===== config.mk =====
export PLATFORM = sky130hd
export DESIGN_NAME = conv_window_gen
export DESIGN_NICKNAME = d
export VERILOG_FILES = /design/src/rtl/conv_pkg.sv /design/src/rtl/conv_line_buf.sv /design/src/rtl/conv_window_gen.sv
export SDC_FILE = /design/constraint.sdc
export NUM_CORES = 2
export LEC_CHECK = 0
export ABC_AREA = 1
export BUFFER_PORTS_ARGS = -buffer_cell sky130_fd_sc_hd__buf_2
export CELL_PAD_IN_SITES_DETAIL_PLACEMENT = 1
export CELL_PAD_IN_SITES_GLOBAL_PLACEMENT = 1
export CORE_MARGIN = 10
export CORE_UTILIZATION = 26
export DETAILED_ROUTE_END_ITERATION = 6
export PLACE_DENSITY = 0.58
export SKIP_CTS_REPAIR_TIMING = 1
export SLEW_MARGIN = 20
export SYNTH_ARGS = -nofsm -noshare
export SYNTH_HDL_FRONTEND = slang
export SYNTH_SLANG_ARGS = --single-unit

===== constraint.sdc =====
create_clock -name clk -period 14.9 [get_ports clk]
set_input_delay 0.745 -clock clk [delete_from_list [all_inputs] [get_ports clk]]
set_output_delay 0.745 -clock clk [all_outputs]
set_load 0.03 [all_outputs]

===== src/rtl/conv_pkg.sv =====
// Shared types and window slot layout for the 3x3 RGB444 window generator.
// Pixel packing inside a row bus: [11:0]=left, [23:12]=centre, [35:24]=right.
package conv_pkg;

    localparam int PIX_W = 12;

    typedef logic [PIX_W-1:0]   pix_t;
    typedef logic [3*PIX_W-1:0] win_row_t;

    localparam int SLOT_LEFT   = 0;
    localparam int SLOT_CENTRE = 1;
    localparam int SLOT_RIGHT  = 2;

    function automatic int slot_ofs(input int slot);
        return slot * PIX_W;
    endfunction

    localparam int LEFT   = slot_ofs(SLOT_LEFT);
    localparam int CENTRE = slot_ofs(SLOT_CENTRE);
    localparam int RIGHT  = slot_ofs(SLOT_RIGHT);

endpackage


===== src/rtl/conv_line_buf.sv =====
// One image-row line buffer: single write port, asynchronous read at the same address.
// Contents are not reset; every location is rewritten before it is ever used in a window.
module conv_line_buf
    import conv_pkg::*;
#(
    parameter int DEPTH  = 160,
    parameter int DATA_W = PIX_W,
    parameter int AW     = (DEPTH > 1) ? $clog2(DEPTH) : 1
) (
    input  logic              clk,
    input  logic              we,
    input  logic [AW-1:0]     addr,
    input  logic [DATA_W-1:0] wdata,
    output logic [DATA_W-1:0] rdata
);

    logic [DATA_W-1:0] mem_q [DEPTH];

    assign rdata = mem_q[addr];

    always_ff @(posedge clk) begin
        if (we) begin
            mem_q[addr] <= wdata;
        end
    end

endmodule


===== src/rtl/conv_window_gen.sv =====
// Sliding 3x3 window generator over a raster pixel stream, registered valid/ready output.
// Optional CONV_WIN_STALL_CNT_EN adds a saturating count of output-stall cycles (stall_cnt).
module conv_window_gen #(
    parameter int IMG_W = 160,
    parameter int IMG_H = 120,
    parameter int PIX_W = conv_pkg::PIX_W
) (
    input  logic               clk,
    input  logic               rst,
    input  logic               sof,
    input  logic [PIX_W-1:0]   pix_in,
    input  logic               pix_valid,
    output logic               pix_ready,
    output logic [3*PIX_W-1:0] win_row0,
    output logic [3*PIX_W-1:0] win_row1,
    output logic [3*PIX_W-1:0] win_row2,
    output logic               win_valid,
    input  logic               win_ready,
`ifdef CONV_WIN_STALL_CNT_EN
    output logic [31:0]        stall_cnt,
`endif
    output logic               frame_done
);

    localparam int CW = $clog2(IMG_W);
    localparam int RW = $clog2(IMG_H);

    logic [CW-1:0]        col_q, col_d, col_cur;
    logic [RW-1:0]        row_q, row_d, row_cur;
    logic [3*PIX_W-1:0]   top_sr_q, top_sr_d;
    logic [3*PIX_W-1:0]   mid_sr_q, mid_sr_d;
    logic [3*PIX_W-1:0]   bot_sr_q, bot_sr_d;
    logic [3*PIX_W-1:0]   win_row0_q, win_row0_d;
    logic [3*PIX_W-1:0]   win_row1_q, win_row1_d;
    logic [3*PIX_W-1:0]   win_row2_q, win_row2_d;
    logic                 win_valid_q, win_valid_d;
    logic                 frame_done_q, frame_done_d;
    logic [PIX_W-1:0]     lb0_rd, lb1_rd;
    logic                 accept;
    logic                 last_col, last_row;

    assign pix_ready = ~win_valid_q | win_ready;
    assign accept    = pix_valid & pix_ready;

    conv_line_buf #(.DEPTH(IMG_W), .DATA_W(PIX_W), .AW(CW)) u_lb0 (
        .clk   (clk),
        .we    (accept),
        .addr  (col_cur),
        .wdata (pix_in),
        .rdata (lb0_rd)
    );

    conv_line_buf #(.DEPTH(IMG_W), .DATA_W(PIX_W), .AW(CW)) u_lb1 (
        .clk   (clk),
        .we    (accept),
        .addr  (col_cur),
        .wdata (lb0_rd),
        .rdata (lb1_rd)
    );

    always_comb begin
        // A pixel arriving together with sof is position (0,0) of the new frame.
        col_cur      = sof ? '0 : col_q;
        row_cur      = sof ? '0 : row_q;
        last_col     = (col_cur == CW'(IMG_W - 1));
        last_row     = (row_cur == RW'(IMG_H - 1));
        col_d        = col_cur;
        row_d        = row_cur;
        top_sr_d     = top_sr_q;
        mid_sr_d     = mid_sr_q;
        bot_sr_d     = bot_sr_q;
        win_row0_d   = win_row0_q;
        win_row1_d   = win_row1_q;
        win_row2_d   = win_row2_q;
        win_valid_d  = win_valid_q & ~win_ready;
        frame_done_d = 1'b0;
        if (accept) begin
            top_sr_d = {lb1_rd, top_sr_q[3*PIX_W-1:PIX_W]};
            mid_sr_d = {lb0_rd, mid_sr_q[3*PIX_W-1:PIX_W]};
            bot_sr_d = {pix_in, bot_sr_q[3*PIX_W-1:PIX_W]};
            if (last_col) begin
                col_d        = '0;
                row_d        = last_row ? '0 : row_cur + RW'(1);
                frame_done_d = last_row;
            end else begin
                col_d = col_cur + CW'(1);
            end
            // Shift registers carry stale pixels across a row wrap until col reaches 2.
            if (row_cur >= RW'(2) && col_cur >= CW'(2)) begin
                win_row0_d  = top_sr_d;
                win_row1_d  = mid_sr_d;
                win_row2_d  = bot_sr_d;
                win_valid_d = 1'b1;
            end
        end
    end

    always_ff @(posedge clk) begin
        if (rst) begin
            col_q        <= '0;
            row_q        <= '0;
            top_sr_q     <= '0;
            mid_sr_q     <= '0;
            bot_sr_q     <= '0;
            win_row0_q   <= '0;
            win_row1_q   <= '0;
            win_row2_q   <= '0;
            win_valid_q  <= 1'b0;
            frame_done_q <= 1'b0;
        end else begin
            col_q        <= col_d;
            row_q        <= row_d;
            top_sr_q     <= top_sr_d;
            mid_sr_q     <= mid_sr_d;
            bot_sr_q     <= bot_sr_d;
            win_row0_q   <= win_row0_d;
            win_row1_q   <= win_row1_d;
            win_row2_q   <= win_row2_d;
            win_valid_q  <= win_valid_d;
            frame_done_q <= frame_done_d;
        end
    end

    assign win_row0   = win_row0_q;
    assign win_row1   = win_row1_q;
    assign win_row2   = win_row2_q;
    assign win_valid  = win_valid_q;
    assign frame_done = frame_done_q;

`ifdef CONV_WIN_STALL_CNT_EN
    logic [31:0] stall_cnt_q, stall_cnt_d;

    always_comb begin
        stall_cnt_d = stall_cnt_q;
        if (sof) begin
            stall_cnt_d = '0;
        end else if (win_valid_q && !win_ready && stall_cnt_q != 32'hFFFF_FFFF) begin
            stall_cnt_d = stall_cnt_q + 32'd1;
        end
    end

    always_ff @(posedge clk) begin
        if (rst) begin
            stall_cnt_q <= '0;
        end else begin
            stall_cnt_q <= stall_cnt_d;
        end
    end

    assign stall_cnt = stall_cnt_q;
`endif

endmodule


==> results by group <==
Status
  – Run status: finished, final reports clean

Worst setup path
  – Depth of the worst register-to-register path: 17
  – Crit Path Class: flip-flop to flip-flop
  – Capturing point of the worst reg2reg path: u_lb1.mem_q[21][9]
  – Critical Path End Type: flip-flop
  – RR Startpoint: col_q[0]
  – WP data arrival: 7.39 ns
  – Required time of the critical path: 15.47 ns
  – Maximum net fanout on the critical path: 110
  – Register-to-Register Setup Slack: 8.07 ns
  – Type of origin of the critical path: flip-flop

Global route
  – Wire length of the first global-routing pass: 815300 um
  – Residual overflow from global routing: 0
  – Number of global-route vias before repair: 110500
  – Overall routing resource usage: 16.63%
  – Maximum number of pins on one net before global-route repair: 145
  – Number of antenna violations at the first check in global routing: 25

Placed design
  – Buffers added on ports: 127
  – Gp weighted congestion: 0.7936
  – Half-perimeter wire length after placement: 316800 um
  – Cell Count Post-Placement: 22100

Logic synthesis
  – Post-synthesis instance area: 163000 sq um
  – Mux cell area share after synthesis: 0%
  – Xor and xnor area share after synthesis: 0.01074%
  – Part of the Yosys area used for sequential elements: 73.14%
  – Number of cells produced by synthesis: 14130
  – Ranking of synthesized cells by instance count: edfxtp_1 (3840), nor2_1 (2842), nand2_1 (2662)
  – Share of flip-flops with an asynchronous set or reset after synthesis: 0%
  – Cell types with the largest area share after synthesis: edfxtp_1 (71%), nor2_1 (6.5%), nand2_1 (6.1%)
  – Post-synth top area cell: edfxtp_1
  – Leading cell type by number of instances after synthesis: edfxtp_1
  – Total of warnings raised by yosys: 0
  – Simple-gate area share of the yosys netlist: 14.45%
  – Synthesized-area fraction occupied by ao, oa, aoi and oai cells: 8.010%
  – Syn Nets: 14150
  – Ys flop type: edfxtp_1
  – Combinational family with the most area after synthesis: simple AND/OR/NAND/NOR gates
  – Adder and majority gate portion of the synthesized area: 0.04604%
  – Fraction of synthesized cell area taken by the top area cell type: 70.72%
  – Flop and latch count out of synthesis: 4037
  – Unique masters post-synth: 41
  – Avg Inst Size Synth: 11.54 sq um
  – EDFF count, synth: 3840

STA
  – Final sum of negative setup slack: 0 ns
  – Final critical delay including setup and external delays: 6.826 ns
  – Max Clk Rate: 146.5 MHz
  – Actual slew at the worst max-slew pin: 1.146 ns
  – Unrepaired setup endpoints after global routing: no
  – Final-report max-slew violation count: 0
  – Portion of the clock cycle consumed by the worst path in the final layout: 45.81%
  – Setup-violating endpoint count in the final report: 0
  – Clock tree skew after final layout: 0.1079 ns
  – Final Hold Viols: 0
  – Headroom to the max-slew limit: 23.60%

Hold path
  – Number of cells on the worst hold path: 4
  – Type of the worst min-delay path: input pin to flip-flop
  – Hold Startpoint: win_ready
  – Worst hold path endpoint: win_valid

Floorplanning
  – Cell row count: 290
  – Die ar.: 659200 sq um
  – Starting density of the core: 26.11%
  – X dimension of the die: 811.9 um
  – Boundary Pins: 128
  – Die Ht: 811.9 um
  – Floorplan core area: 624500 sq um

Route
  – DRT antenna net count: 0
  – Vias: 110600
  – Total Routed Length: 572600 um
  – Mean number of vias per cell: 4.824
  – Remaining design rule violation count: 0
  – Number of DRC violations after detailed-routing iteration 0: 10670
  – Drt pass-1 iters: 6
  – Routed WL per cell: 24.98 um

CTS
  – H-tree levels: 5
  – Number of buffers between clock root and the deepest sink: 4
  – Root Buffer Master: clkbuf_16
  – CTS tree: built
  – Clock latency on the worst-skew pair: 1.07 ns
  – Number of sinks driven by the clock tree: 4037
  – Clock transition at the registers of the reported paths: 0.06 ns
  – Inserted Clock Buffers: 438

Layout
  – Non-filler cells, final: 22920
  – Share of final-layout standard cells stronger than drive strength 1: 9.014%
  – Multi-input gate area: 37340 sq um
  – Sequential cell area: 119300 sq um
  – FILL cells: 68720
  – Area growth from synthesis to final layout: 14.75%
  – Post-layout util: 29.96%
  – Number of nets at the end of the flow: 14240

Pwr
  – Cell leakage power: 65.40 nW
  – Total power of the final layout: 24.38 mW
  – Ratio of total power to cell area: 130.3 nW/um^2
  – Worst vdd ir: 0.00009956 V

Job
  – Max capacitance violation total: 0
sequential cells by signal, indices dropped and copies added, names as in the netlist, 7 cells and up:
signal and flops:
top_sr_q 24, bot_sr_q 24, win_row1 36, win_row0 36, u_lb1.mem_q 1920, row_q 7, col_q 8, win_row2 36
u_lb0.mem_q 1920, mid_sr_q 24
how the worst max path moves through the flow:
stage                   from             endpoint  slack [ns]  cells after the start
floorplan                sof    u_lb1.mem_q[0][7]        9.73                     17
global placement         sof   u_lb1.mem_q[92][5]        7.42                     17
detailed placement       sof   u_lb1.mem_q[25][9]        7.52                     18
CTS                 col_q[0]   u_lb1.mem_q[21][9]        8.00                     17
global route        col_q[0]  u_lb1.mem_q[128][0]        7.79                     17
finish              col_q[0]   u_lb1.mem_q[21][9]        8.07                     17
layout by cell type (no fill, tap or decap), drive strengths merged:
master	count
a211oi	1
a21oi	203
a221oi	1
a31o	1
a41oi	1
and2	1
buf	486
bufinv	31
clkbuf	558
clkinv	210
clkinvlp	10
dfxtp	197
diode	9
edfxtp	3840
ha	6
inv	658
nand2	2667
nand3	454
nand4	53
nor2	2864
nor3	4
nor3b	2
nor4	1
o211ai	7
o21a	12
o21ai	2111
o221ai	3
o22ai	204
or2	1
xor2	2
worst max-delay path: stages (launching register included):
cell     delay, ns
dfxtp_2       0.45
inv_16        0.18
nor2_8        0.57
buf_4         0.56
buf_4         0.57
buf_12        0.45
nand2_1       0.10
nand3_1       0.09
o21ai_0       0.08
nand2_1       0.07
nand2_1       0.06
nor2_1        0.38
nor2_1        0.14
nor2_1        0.46
nand2_1       0.24
nand2_1       0.34
nand3_4       0.61
buf_4         0.64
final cells by class:
class / instances / area share, %
inverters: 653 / 1.328
clock buffers: 552 / 6.161
flip-flops and latches: 4037 / 63.74
well taps: 8322 / 5.566
clock inverters: 256 / 1.204
diodes: 9 / 0.01204
multi-input cells: 8599 / 19.96
repair buffers: 492 / 2.029
stage by stage:
stage | hold WS [ns] | setup slack, ns | area [sq um]
detailed placement | 0.4543 | 7.517 | 173200
CTS | -0.04658 | 7.999 | 187000
finish | 0.03798 | 8.074 | 187100
global placement | 0.4504 | 7.418 | 173200
floorplan | 0.4360 | 9.728 | 163000
global route | 0.04674 | 7.788 | 187100
routing by layer:
layer / routed length (um) / part of all wire (%) / track usage [%]
met2: 267600 / 47 / 27.39
met5: 39 / 0.0068 / 0
met3: 30600 / 5.3 / 1.886
met1: 253500 / 44 / 22.80
met4: 20780 / 3.6 / 5.559
cells by family after synthesis:
kind of cell / count (synthesis)
compound gates: 2544
xor+xnor: 2
buf+inv: 1494
fa+ha+maj: 6
flops: 4037
simple gates: 6047
report_power, final:
group	internal (mW)	leakage, nW	switching, mW
Sequential	12.5	36.1	0.0155
Combinational	0.216	22.6	0.968
Clock	6.00	6.70	4.64
Total	18.8	65.4	5.62
(Power assumes the default switching activity.)
